--- config.mk ---
export PLATFORM = sky130hd
export DESIGN_NAME = div_seq_ctrl
export DESIGN_NICKNAME = d
export VERILOG_FILES = /design/src/rtl/div_seq_ctrl.sv
export SDC_FILE = /design/constraint.sdc
export NUM_CORES = 1
export LEC_CHECK = 0
export BUFFER_PORTS_ARGS = -buffer_cell sky130_fd_sc_hd__buf_2
export CAP_MARGIN = 5
export CORE_ASPECT_RATIO = 0.9
export CORE_MARGIN = 2
export CORE_UTILIZATION = 50
export DETAILED_ROUTE_END_ITERATION = 8
export PLACE_DENSITY = 0.72
export SYNTH_ARGS = -nofsm -noshare
export SYNTH_HDL_FRONTEND = slang
export SYNTH_SLANG_ARGS = --single-unit
export TNS_END_PERCENT = 10
--- constraint.sdc ---
create_clock -name clk -period 2.85 [get_ports clk]
set_input_delay 0.1425 -clock clk [delete_from_list [all_inputs] [get_ports clk]]
set_output_delay 0.1425 -clock clk [all_outputs]
set_load 0.005 [all_outputs]
--- src/rtl/div_seq_ctrl.sv ---
// Sequential restoring divider controller: one shared negation unit, fixed latency,
// signed/unsigned truncating division with start/busy/done handshake.
module div_seq_ctrl #(
  parameter int unsigned WIDTH = 16
) (
  input  logic             clk,
  input  logic             rst_n,
  input  logic             start,
  input  logic             signed_mode,
  input  logic [WIDTH-1:0] dividend,
  input  logic [WIDTH-1:0] divisor,
  output logic             busy,
  output logic             done,
  output logic [WIDTH-1:0] quotient,
  output logic [WIDTH-1:0] remainder,
  output logic             div_by_zero
);

  localparam int unsigned CntW = (WIDTH > 1) ? $clog2(WIDTH) : 1;

  typedef enum logic [2:0] {
    StIdle, StNegA, StNegB, StIter, StFixQ, StFixR, StDone
  } state_e;

  state_e           state_q;
  logic [WIDTH-1:0] a_q, b_q, r_q;
  logic             sa_q, sb_q;
  logic [CntW-1:0]  cnt_q;

  logic [WIDTH-1:0] neg_in, neg_out;
  logic [WIDTH:0]   shifted;
  logic [WIDTH+1:0] diff;
  logic             ge;

  // Shared two's-complement negation unit, one operand per state.
  always_comb begin
    neg_in = '0;
    unique case (state_q)
      StNegA:  neg_in = a_q;
      StNegB:  neg_in = b_q;
      StFixQ:  neg_in = a_q;
      StFixR:  neg_in = r_q;
      default: neg_in = '0;
    endcase
    neg_out = ~neg_in + WIDTH'(1);
  end

  // Restoring step: shifted partial remainder needs WIDTH+1 bits before the compare.
  always_comb begin
    shifted = {r_q, a_q[WIDTH-1]};
    diff    = {1'b0, shifted} - {2'b00, b_q};
    ge      = ~diff[WIDTH+1];
  end

  always_ff @(posedge clk or negedge rst_n) begin
    if (!rst_n) begin
      state_q     <= StIdle;
      a_q         <= '0;
      b_q         <= '0;
      r_q         <= '0;
      sa_q        <= 1'b0;
      sb_q        <= 1'b0;
      cnt_q       <= '0;
      busy        <= 1'b0;
      done        <= 1'b0;
      quotient    <= '0;
      remainder   <= '0;
      div_by_zero <= 1'b0;
    end else begin
      done <= 1'b0;
      unique case (state_q)
        StIdle: begin
          if (start) begin
            a_q         <= dividend;
            b_q         <= divisor;
            sa_q        <= signed_mode & dividend[WIDTH-1];
            sb_q        <= signed_mode & divisor[WIDTH-1];
            busy        <= 1'b1;
            div_by_zero <= 1'b0;
            if (divisor == '0) begin
              // Route through FIXR with an unsigned pass-through so remainder = dividend.
              quotient    <= '1;
              remainder   <= dividend;
              div_by_zero <= 1'b1;
              r_q         <= dividend;
              sa_q        <= 1'b0;
              state_q     <= StFixR;
            end else begin
              state_q <= StNegA;
            end
          end
        end
        StNegA: begin
          if (sa_q) a_q <= neg_out;
          state_q <= StNegB;
        end
        StNegB: begin
          if (sb_q) b_q <= neg_out;
          r_q     <= '0;
          cnt_q   <= '0;
          state_q <= StIter;
        end
        StIter: begin
          a_q   <= {a_q[WIDTH-2:0], ge};
          r_q   <= ge ? diff[WIDTH-1:0] : shifted[WIDTH-1:0];
          cnt_q <= cnt_q + CntW'(1);
          if (cnt_q == CntW'(WIDTH - 1)) state_q <= StFixQ;
        end
        StFixQ: begin
          quotient <= (sa_q ^ sb_q) ? neg_out : a_q;
          state_q  <= StFixR;
        end
        StFixR: begin
          remainder <= sa_q ? neg_out : r_q;
          busy      <= 1'b0;
          done      <= 1'b1;
          state_q   <= StDone;
        end
        StDone: begin
          state_q <= StIdle;
        end
        default: state_q <= StIdle;
      endcase
    end
  end

endmodule

## After elaboration in Yosys (flattened, before gate mapping)

Index checks and enable logic that the tools add are counted.

| word-level totals | value |
|---|---|
| output and inout bits | 35 |
| register bits | 92 |

| operators by class | value |
|---|---|
| bitwise operators | 5 |
| add/sub/neg operators | 3 |
| multiplexer cells | 27 |
| reduce and logical (&&, ||, !) cells | 17 |
| equality and inequality tests | 11 |

Operators with widths:

| kind | number |
|---|---|
| two-way mux 16 bit | 11 |
| case mux 16 bit (3 select lines) | 3 |
| case mux 16 bit (2 select lines) | 3 |
| case mux 3 bit (6 select lines) | 1 |
| subtractor 17 x 16 -> 18 bit | 1 |
| adder 16 x 1 -> 16 bit, second input constant | 1 |
| zero test 16 bit | 1 |
| inverter 16 bit | 1 |
| AND reduction 3 bit | 5 |
| inequality test 2 bit, second input constant | 5 |
| two-way mux 3 bit | 3 |
| case mux 4 bit (2 select lines) | 1 |
| nonzero test 2 bit | 4 |
| equality test 3 x 2 -> 1 bit, second input constant | 2 |
| equality test 3 bit, second input constant | 2 |
| AND reduction 2 bit | 3 |
| nonzero test 3 bit | 2 |
| adder 4 x 1 -> 4 bit, second input constant | 1 |
| equality test 4 bit, second input constant | 1 |
| two-way mux 1 bit | 4 |
| equality test 3 x 1 -> 1 bit, second input constant | 1 |
| zero test 3 bit | 1 |
| AND 1 bit | 2 |
| case mux 1 bit (2 select lines) | 1 |
| 3 further kinds | 3 |

## Depth between registers and ports, before layout

Gate-level depths: netlist of run 1.

| logic depth | value |
|---|---|
| depth in word-level cells | 7 |
| mapped depth | 11 |
| gate-level depth less buffers | 11 |

## Worst setup path before layout of run 1

OpenSTA, ideal clock, no wires.

| timing | value |
|---|---|
| kind | register -> register |
| start | register state_q[2] |
| end | register b_q[14] |
| data required time | 2.719 ns |
| path slack | 0.139 ns |
| arrival | 2.580 ns |
| period minus slack after synthesis | 2.711 ns |
| cell stages (with the launch flop) | 11 |
| cells stage by stage | dfrtp_1 -> buf_6 -> buf_6 -> mux2_1 -> a211oi_2 -> ha_1 -> nand3_4 -> nor4_4 -> nand2_4 -> and3_1 -> or3_1 |

| on the way | value |
|---|---|
| longest elaborated chain between the ends | 7 |

Ends and longest elaborated chain:

| what | line | text |
|---|---|---|
| start: declaration | 25 | `state_e state_q;` |
| start signal: assignment | 57 | `state_q <= StIdle;` |
| start signal: assignment | 87 | `state_q <= StFixR;` |
| start signal: assignment | 89 | `state_q <= StNegA;` |
| equality test 3 x 1 -> 1 bit or equality test 3 bit (tied branches) | 38 | `unique case (state_q)` |
| OR reduction 2 bit (no line) | n/a |  |
| case mux 16 bit (3 select lines) | 38 |  |
| inverter 16 bit | 45 | `neg_out = ~neg_in + WIDTH'(1);` |
| adder 16 x 1 -> 16 bit | 45 |  |
| two-way mux 16 bit | 98 | `if (sb_q) b_q <= neg_out;` |
| case mux 16 bit (2 select lines) | 71 | `unique case (state_q)` |
| end signal: assignment | 75 | `b_q <= divisor;` |
| end signal: assignment | 98 |  |
| end: declaration | 26 | `logic [WIDTH-1:0] a_q, b_q, r_q;` |

Parallel ways exist; a longest one is shown, timed or not. The select of a mux whose other input is x is not followed.
A chain may end at the register's enable or synchronous reset.

## Worst setup path after layout of run 1

| timing | value |
|---|---|
| start | register state_q[2] |
| end | register remainder[14] |

| on the way | value |
|---|---|
| longest elaborated chain between the ends | 7 |

Ends and longest elaborated chain:

| what | line | text |
|---|---|---|
| equality test 3 x 1 -> 1 bit or equality test 3 bit (tied branches) | 38 |  |
| OR reduction 2 bit (no line) | n/a |  |
| case mux 16 bit (3 select lines) | 38 |  |
| inverter 16 bit | 45 |  |
| adder 16 x 1 -> 16 bit | 45 |  |
| two-way mux 16 bit | 114 | `remainder <= sa_q ? neg_out : r_q;` |
| case mux 16 bit (2 select lines) | 71 |  |
| end signal: assignment | 83 | `remainder <= dividend;` |
| end signal: assignment | 114 |  |
| end: declaration | 15 | `output logic [WIDTH-1:0] remainder,` |

Parallel ways exist; a longest one is shown, timed or not.

==> reports/qor.yml, run 1 <==
status:
  status: "completed"
worst_setup_path:
  cp-end-kind: "flip-flop"
  startpoint_type: "flip-flop"
  cp.required_ns: 3.08
  arrival_ns: 2.97
  worstPathMaxFanout: 6
  crit_type: "reg -> reg"
hold_path:
  hold_class: "in -> reg"
floorplan:
  dieWidth_um: 126.0
  die_y_um: 113.8
  design.core.area_um2: 13210
  rows: 40
  die_area_um2: 14350
  pin_count: 71
  initial_core_util: 0.5073
detailed_routing:
  vias: 6765
  routed_wl_um: 22790
  drc: 0
  drtAntennaViolNets: 0
  routedWlPerCell_um: 21.89
  firstDrtPassIters: 5
  viasPerCell: 6.499
  drt_iter0_drc: 843
synth:
  ys.flop_type: "dfrtp_1"
  syn_area_um2: 6703
  synth_edf_count: 0
  yosysUniqueCellTypes: 79
  syn-num-nets: 829
  netlist_instances: 774
  ys_seq_area_frac: 0.3435
  yosysWarnings: 0
  syn_area_per_cell_um2: 8.660
  async_flop_share: 1.000
  synth_top_area_share: 0.3435
  synth_top_area_cell: "dfrtp_1"
  synth-seq-cells: 92
  synthTopCellsByArea: "dfrtp_1 (34%), a21oi_1 (4.9%), nand2_1 (4.7%)"
grt:
  grtUsageMet3: 0.05863
  grt_max_degree: 59
  grt-busiest-layer: "met2"
  grt_overflow: 0
  grt.met2_usage: 0.5122
  grt_use_met1: 0.4301
  antenna_found_initial: 0
  grt_pass1_wl_um: 36000
  grt_pass1_vias: 6544
  grt.total_usage: 0.3220
placed_design:
  io_buffers: 70
  place_congestion: 0.9783
  post-place-ws_ns: 0.1140
  hpwlAfterDp_um: 17220
pwr:
  p_per_area_nw_per_um2: 1354
  peakVddDrop_mv: 0.6045
  leakagePower_nw: 3.592
sta:
  setup_tns_ns: 0
  slew_viol_final: 0
  fin_crit_ns: 2.743
  tightest_slew_ns: 0.7675
  setup_slack_ns: 0.1068
  rsz0062_at_grt: "no"
  fin_crit_sh: 0.9625
  finalHoldViolCount: 0
  fin_worst_skew_ns: 0.007188
  fmax_ghz: 0.3645
  max-slew-margin-rel: 0.4883
  setup_viol: 0
layout:
  antenna_cells: 0
  nets: 923
  area_growth_syn_to_layout_pct: 17.16
  drive_gt1_frac: 0.2096
  mostFrequentLayoutCells: "dfrtp_1 (91), nand2_1 (83), buf_2 (69)"
  final_common_cell: "dfrtp_1"
clock_network:
  clk_latency_ns: 0.36
  cts_buffers: 9
  clockBufferDepth: 2
  cts_sinks: 92
  cts_tree: "yes"
  clockRootBuffer: "clkbuf_16"
  clk_pin_slew_worst_paths_ns: 0.07
  htreeDepth: 3
run:
  drv_cap: 0
-- flip-flops by register name (all words and copies together) (netlist names) --
register and flops:
a_q 16, b_q 16, busy 1, cnt_q 4, div_by_zero 1, done 1
quotient 16, r_q 16, remainder 16, sa_q 1, sb_q 1, state_q 3
-- metal layers --
layer / share of wire / routed length, um
met5: 0 / 0
met4: 0.039 / 900
met3: 0.067 / 1518
met2: 0.47 / 10630
met1: 0.43 / 9738
-- worst paths after layout --
kind / start / to / slack (ns) / cells after the start
worst max-delay path: state_q[2] / remainder[14] / 0.11 / 10
worst min-delay path: dividend[10] / a_q[10] / 0.03 / 3
worst max register to register: state_q[2] / remainder[14] / 0.11 / 10
worst min register to register: b_q[13] / b_q[13] / 0.48 / 2
max in group asynchronous: rst_n / b_q[15] / 1.65 / 3
min in group asynchronous: rst_n / r_q[4] / 0.41 / 2
-- what timing repair did --
item,CTS,global route
endpoints found under the setup margin,0,19
buffers inserted,0,0
endpoints found under the hold margin,56,0
hold buffers,1,0
gates resized for setup,0,4
-- critical path, stage by stage (launching register included) --
cell	delay [ns]
dfrtp_2	0.47
mux2_1	0.34
a211oi_2	0.29
ha_1	0.27
nand3_4	0.12
nor4_4	0.31
buf_4	0.21
nand2_4	0.05
buf_4	0.16
mux2i_1	0.28
nor3_1	0.11
-- where the power goes --
part	internal [mW]	switching, mW
Sequential	1.86	0.630
Clock	0.703	0.529
Combinational	3.00	3.92
-- cell usage after synthesis (5+ instances only) --
| library cell | n |
|---|---|
| nor2b_1 | 10 |
| nand2_1 | 84 |
| xnor2_1 | 14 |
| mux2i_1 | 27 |
| a31oi_1 | 7 |
| o32ai_1 | 6 |
| xor2_1 | 6 |
| a22oi_1 | 5 |
| inv_1 | 22 |
| ha_1 | 18 |
| buf_6 | 5 |
| a211oi_1 | 11 |
| o21ai_0 | 51 |
| and3_1 | 18 |
| buf_2 | 8 |
| o22ai_1 | 18 |
| o21a_1 | 7 |
| nand3_1 | 17 |
| or3_1 | 10 |
| dfrtp_1 | 92 |
| nor4bb_1 | 17 |
| nor2_1 | 46 |
| a21o_1 | 6 |
| mux2_1 | 8 |
| a22o_1 | 12 |
| nand2b_1 | 5 |
| nand4_1 | 6 |
| a21oi_1 | 65 |
| and2_1 | 17 |
| clkbuf_1 | 33 |
| mux2_2 | 7 |
| nor3_1 | 27 |
| o221ai_1 | 5 |
| a211oi_2 | 6 |
-- cell type report --
cell class / instances / area, um^2
Fill cell: 1171 / 5360
Tap cell: 168 / 210.2
Timing Repair Buffer: 133 / 878.3
Inverter: 23 / 86.33
Multi-Input combinational cell: 609 / 4079
Clock buffer: 12 / 246.5
Sequential cell: 92 / 2303
Clock inverter: 4 / 48.80
-- stage by stage --
step / instance area, um^2 / hold WS, ns / power, mW / util / instances
2_1_floorplan: 6703 / -0.1531 / 6.976 / - / 774
3_3_place_gp: 7533 / 0.2527 / 9.042 / 0.5702 / 1024
3_5_place_dp: 7533 / 0.2624 / 9.205 / 0.5702 / 1024
4_1_cts: 7839 / 0.02802 / 10.48 / 0.5933 / 1041
5_1_grt: 7853 / 0.03779 / 11.37 / 0.5943 / 1041
6_report: 7853 / 0.02974 / 10.63 / 0.5943 / 1041
-- cell families after synthesis --
kind of cell,Yosys count,share of synthesized area
AOI/OAI and AO/OA,241,0.2410
xor gates and xnor gates,20,0.02613
adders and majority gates,19,0.03659
buffers and inverters,73,0.05021
DFF,92,0.3435
muxes,44,0.07000
and+or+nand+nor,285,0.2326
Note: power is estimated with default switching activity, not from simulation.
==> run 2, diff against run 1 <==
- ABC_AREA: not set -> 1
- CORE_UTILIZATION: 50 -> 35
- PLACE_DENSITY: 0.72 -> not set
==> run 2 against run 1 <==
- clock-buffer cell count shrank 2
- first-iteration DRC count shrank 36%
- critical path depth grew 3
- combinational power rose by 11%
- highest routed layer unchanged
- non-clock buffer count fell by 45
- clock power about the same
- die area is 38% higher
- register-to-register slack gained 0.14 ns
==> reports/qor.yml, run 2 <==
sta:
  tightest_slew_ns: 0.8619
  slew_viol_final: 0
  rsz0062_at_grt: "no"
  max-slew-margin-rel: 0.4248
  finalHoldViolCount: 0
  fin_crit_sh: 0.9130
  setup_viol: 0
  fin_worst_skew_ns: 0.01333
  setup_tns_ns: 0
  fin_crit_ns: 2.602
  fmax_ghz: 0.3843
pwr:
  leakagePower_nw: 3.560
  internal-power_mw: 5.219
  combPwrFrac: 0.671
  swShare: 0.5436
  seq_power_share: 0.219
  p_switching_mw: 6.216
  p_per_area_nw_per_um2: 1531
  peakVddDrop_mv: 0.5703
  power_mw: 11.44
  p_clk_frac: 0.109
synth:
  ys.flop_type: "dfrtp_1"
  synthTopCellsByCount: "nand2_1 (181), nor2_1 (135), dfrtp_1 (92)"
  yosysMostFrequentCell: "nand2_1"
  syn-num-nets: 987
  yosysUniqueCellTypes: 47
  netlist_instances: 932
  synth_top_area_cell: "dfrtp_1"
  synthTopCellsByArea: "dfrtp_1 (35%), nand2_1 (10%), nor2_1 (7.8%)"
  synth_edf_count: 0
  async_flop_share: 1.000
  synth-seq-cells: 92
  synth_top_area_share: 0.3526
  syn_area_per_cell_um2: 7.006
  yosysWarnings: 0
  syn_area_um2: 6530
  ys_seq_area_frac: 0.3526
detailed_routing:
  routedWlPerCell_um: 18.13
  drt_iter0_drc: 537
  drc: 0
  drtAntennaViolNets: 0
  firstDrtPassIters: 5
  viasPerCell: 5.382
  routed_wl_um: 22580
  vias: 6700
clock_network:
  cts_sinks: 92
  htreeDepth: 3
  clockRootBuffer: "clkbuf_16"
  clk_pin_slew_worst_paths_ns: 0.08
  cts_tree: "yes"
  clk_latency_ns: 0.36
  cts_buffers: 9
  clockBufferDepth: 2
grt:
  grt_overflow: 0
  grt_max_degree: 53
  grt.total_usage: 0.2318
  grt_pass1_vias: 6379
  antenna_found_initial: 0
  grt_pass1_wl_um: 35540
placed_design:
  place_congestion: 0.9779
  hpwlAfterDp_um: 17460
  placedCellCount: 1228
  io_buffers: 70
worst_setup_path:
  cp_top_family: "simple AND/OR/NAND/NOR gates"
  worst_path_largest_cell_delay_ns: 0.48
  arrival_ns: 2.88
  startpoint_type: "flip-flop"
  worstPathCellList: "inv_2 > nand3_4 > buf_4 > nor2_1 > nor2_1 > nand2_1 > nor2_2 > inv_1 > nor2_2 > nand2_1 > nand2_1 > o21ai_1 > a21oi_1"
  cp-end-kind: "flip-flop"
  crit_buf_inv: 3
  crit_slowest_cell: "dfrtp_1"
  worstPathMaxFanout: 44
  cp.required_ns: 3.13
  crit_type: "reg -> reg"
  worst_path_most_repeated_cell: "nand2_1"
  r2r_setup_slack_ns: 0.25
status:
  status: "completed"
layout:
  final_cells: 1245
  drive_gt1_frac: 0.1570
  area_growth_syn_to_layout_pct: 14.39
  final_common_cell: "nand2_1"
  nets: 1050
  antenna_cells: 0
  mostFrequentLayoutCells: "nand2_1 (181), nor2_1 (135), dfrtp_1 (92)"
floorplan:
  dieWidth_um: 148.0
  die_area_um2: 19770
  rows: 47
  design.core.area_um2: 18350
  die_y_um: 133.6
  pin_count: 71
  initial_core_util: 0.3559
run:
  drv_cap: 0
hold_path:
  hold_class: "in -> reg"
## run 2: final timing paths
check,start,endpoint,cells past startpoint
setup / recovery,state_q[1],remainder[5],13
hold / removal,signed_mode,sa_q,3
setup reg to reg,state_q[1],remainder[5],13
hold reg to reg,div_by_zero,div_by_zero,2
max in group asynchronous,rst_n,r_q[10],3
min in group asynchronous,rst_n,quotient[1],2
## run 2: metal layers
metal,GRT usage,vias up,routed length [um]
met3,0.03630,34,1316
li1,-,3260,-
met2,0.3627,235,10110
met1,0.3303,3171,10560
met5,0,-,0
met4,0.07090,0,591
## run 2: final cells by class
cell class                 instances  area, um^2
clock buffer                      10       239.0
clock inverter                     6       63.81
fill                            2001       10880
inverter                          97       366.6
multi-input combinational        707        3689
sequential                        92        2302
tap                              245       306.5
timing repair buffer              88       503.0
## run 2: kinds of logic after synthesis
kind of cell,Yosys count,share of synthesized area
AO/OA/AOI/OAI,244,0.2177
AND/OR/NAND/NOR,431,0.2922
adder cells (fa/ha/maj),19,0.03756
XOR/XNOR,13,0.01744
buffers and inverters,133,0.08258
flip-flops,92,0.3526
## run 2: through the flow
stage | util | setup WS [ns] | instance area (um^2) | hold WS (ns)
global route | 0.4071 | 0.009893 | 7470 | 0.07606
finish | 0.4071 | 0.2479 | 7470 | 0.04364
detailed placement | 0.3901 | 0.3172 | 7157 | 0.1726
global placement | 0.3901 | 0.3270 | 7157 | 0.1716
floorplan | - | 0.7956 | 6530 | -0.1531
CTS | 0.4071 | 0.2867 | 7470 | 0.04267
## run 2: repair_timing
action | 4_1_cts | 5_1_grt
hold buffers | 1 | 0
hold endpoints to repair | 40 | 0
buffers inserted | 0 | 0
gates resized for setup | 0 | 0
## run 2: power groups by stage
| stage | registers (mW) | logic (mW) | clock network, mW |
|---|---|---|---|
| after floorplan | 2.37 | 5.55 | 0 |
| after global placement | 2.52 | 7.57 | 0 |
| after detailed placement | 2.53 | 7.55 | 0 |
| after CTS | 2.50 | 7.60 | 1.26 |
| after global routing | 2.59 | 8.56 | 1.31 |
| final | 2.51 | 7.68 | 1.25 |
## run 2: worst reg2reg max path: stages, from the launching register on
cell,delay (ns)
dfrtp_1,0.48
inv_2,0.11
nand3_4,0.07
buf_4,0.40
nor2_1,0.11
nor2_1,0.15
nand2_1,0.11
nor2_2,0.16
inv_1,0.08
nor2_2,0.23
nand2_1,0.08
nand2_1,0.21
o21ai_1,0.13
a21oi_1,0.19
==> run 3, diff against run 2 <==
- CELL_PAD_IN_SITES_DETAIL_PLACEMENT: not set -> 0
- CELL_PAD_IN_SITES_GLOBAL_PLACEMENT: not set -> 2
- CORE_UTILIZATION: 35 -> 30
- PLACE_DENSITY_LB_ADDON: not set -> 0.1
==> run 3 against run 2 <==
- critical path type unchanged
- register-to-register slack gained 0.08 ns
- power rose by 3.7%
- non-clock buffer count grew 8
==> reports/qor.yml, run 3 (synthesis gave the netlist of run 2 again) <==
detailed_routing:
  routedWlPerCell_um: 19.75
  drtAntennaViolNets: 0
  vias: 6574
  routed_wl_um: 25660
  drt_iter0_drc: 492
  drc: 0
  firstDrtPassIters: 6
  viasPerCell: 5.061
worst_setup_path:
  worst_path_largest_cell_delay_ns: 0.56
  cp_top_family: "simple AND/OR/NAND/NOR gates"
  crit_slowest_cell: "dfrtp_1"
  cp.required_ns: 3.09
  r2r_setup_slack_ns: 0.33
  startpoint: "state_q[2]"
  worstPathMaxFanout: 23
  arrival_ns: 2.76
  worstPathCellList: "inv_2 > nand3_4 > nor2_1 > nor2_1 > nand2_1 > nor2_2 > inv_1 > nor2_2 > nand3_1 > a21oi_1 > o21ai_1"
  crit_type: "reg -> reg"
  worstReg2RegStart: "state_q[2]"
  startpoint_type: "flip-flop"
  cp-end-kind: "flip-flop"
  crit_buf_inv: 2
clock_network:
  clk_latency_ns: 0.36
  cts_tree: "yes"
  cts_sinks: 92
  htreeDepth: 3
  clk_pin_slew_worst_paths_ns: 0.07
  clockBufferDepth: 2
  cts.repair.resized: 0
  clockRootBuffer: "clkbuf_16"
  postCtsSetupRepairBufs: 0
  cts_buffers: 9
pwr:
  swShare: 0.5401
  internal-power_mw: 5.454
  seq_power_share: 0.209
  peakVddDrop_mv: 0.4826
  p_per_area_nw_per_um2: 1551
  leakagePower_nw: 3.623
  p_switching_mw: 6.406
  combPwrFrac: 0.674
  p_clk_frac: 0.117
  power_mw: 11.86
hold_path:
  hold_class: "in -> reg"
  hp-start: "signed_mode"
sta:
  timing.hold.ws_ns: 0.03247
  fmax_ghz: 0.3970
  setup_slack_ns: 0.3310
  max-slew-margin-rel: 0.4646
  fin_worst_skew_ns: 0.009609
  setup_viol: 0
  rsz0062_at_grt: "no"
  finalHoldViolCount: 0
  fin_crit_ns: 2.519
  tightest_slew_ns: 0.8023
  setup_tns_ns: 0
  fin_crit_sh: 0.8839
  slew_viol_final: 0
floorplan:
  dieWidth_um: 159.5
  rows: 51
  die_y_um: 144.0
  design.core.area_um2: 21500
  die_area_um2: 22960
  initial_core_util: 0.3037
  pin_count: 71
layout:
  mostFrequentLayoutCells: "nand2_1 (181), nor2_1 (135), dfrtp_1 (92)"
  final_cells: 1299
  n_fill_cell: 2397
  area_growth_syn_to_layout_pct: 17.09
  fin_area_um2: 7646
  ff_latch_area_um2: 2302
  utilization: 0.3556
  multi_input_area_um2: 3689
  antenna_cells: 0
  final_common_cell: "nand2_1"
  drive_gt1_frac: 0.1637
  nets: 1058
run:
  drv_cap: 0
placed_design:
  placed_cell_area_um2: 7300
  io_buffers: 70
  hpwlAfterDp_um: 20020
  place_congestion: 0.8654
  placedCellCount: 1282
  post-place-ws_ns: 0.3238
grt:
  grt_max_degree: 52
  antenna_found_initial: 0
  grt_overflow: 0
  grt_pass1_vias: 6670
  grt_pass1_wl_um: 39650
  grt.total_usage: 0.2293
status:
  status: "completed"
[run 3: path summary, 6_finish.rpt]
| check | end | cells past startpoint |
|---|---|---|
| max | b_q[13] | 11 |
| min | sb_q | 3 |
| max reg2reg | b_q[13] | 11 |
| min reg2reg | div_by_zero | 2 |
| max in group asynchronous | remainder[5] | 3 |
| min in group asynchronous | r_q[14] | 2 |
[run 3: repair_timing]
action	4_1_cts	5_1_grt
hold buffers	1	0
endpoints found under the setup margin	0	0
endpoints found under the hold margin	50	0
[run 3: per-layer routing]
metal / part of all wire / global-route usage / up-vias
met1: 0.47 / 0.3075 / 3148
met4: 0.014 / 0.05024 / 0
li1: - / - / 3267
met3: 0.033 / 0.02886 / 18
met5: 0 / 0 / -
met2: 0.48 / 0.3974 / 141
[run 3: tightest hold or removal path, delay by kind of cell]
kind,cells,cell delay (ns)
buffers and inverters,1,0.09
and+or+nand+nor,2,0.13
[run 3: layout make-up]
class / count / share of cell area
Multi-Input combinational cell: 707 / 0.4824
Sequential cell: 92 / 0.3011
Timing Repair Buffer: 96 / 0.07691
Inverter: 97 / 0.04795
Tap cell: 291 / 0.04762
Clock buffer: 11 / 0.03306
Clock inverter: 5 / 0.01096
[run 3: power by group through the flow]
stage	Clock, mW	Combinational [mW]	Sequential (mW)
2_1_floorplan	0	5.55	2.37
3_3_place_gp	0	8.07	2.49
3_5_place_dp	0	7.99	2.50
4_1_cts	1.41	8.04	2.48
5_1_grt	1.47	9.04	2.57
6_report	1.39	8.00	2.47
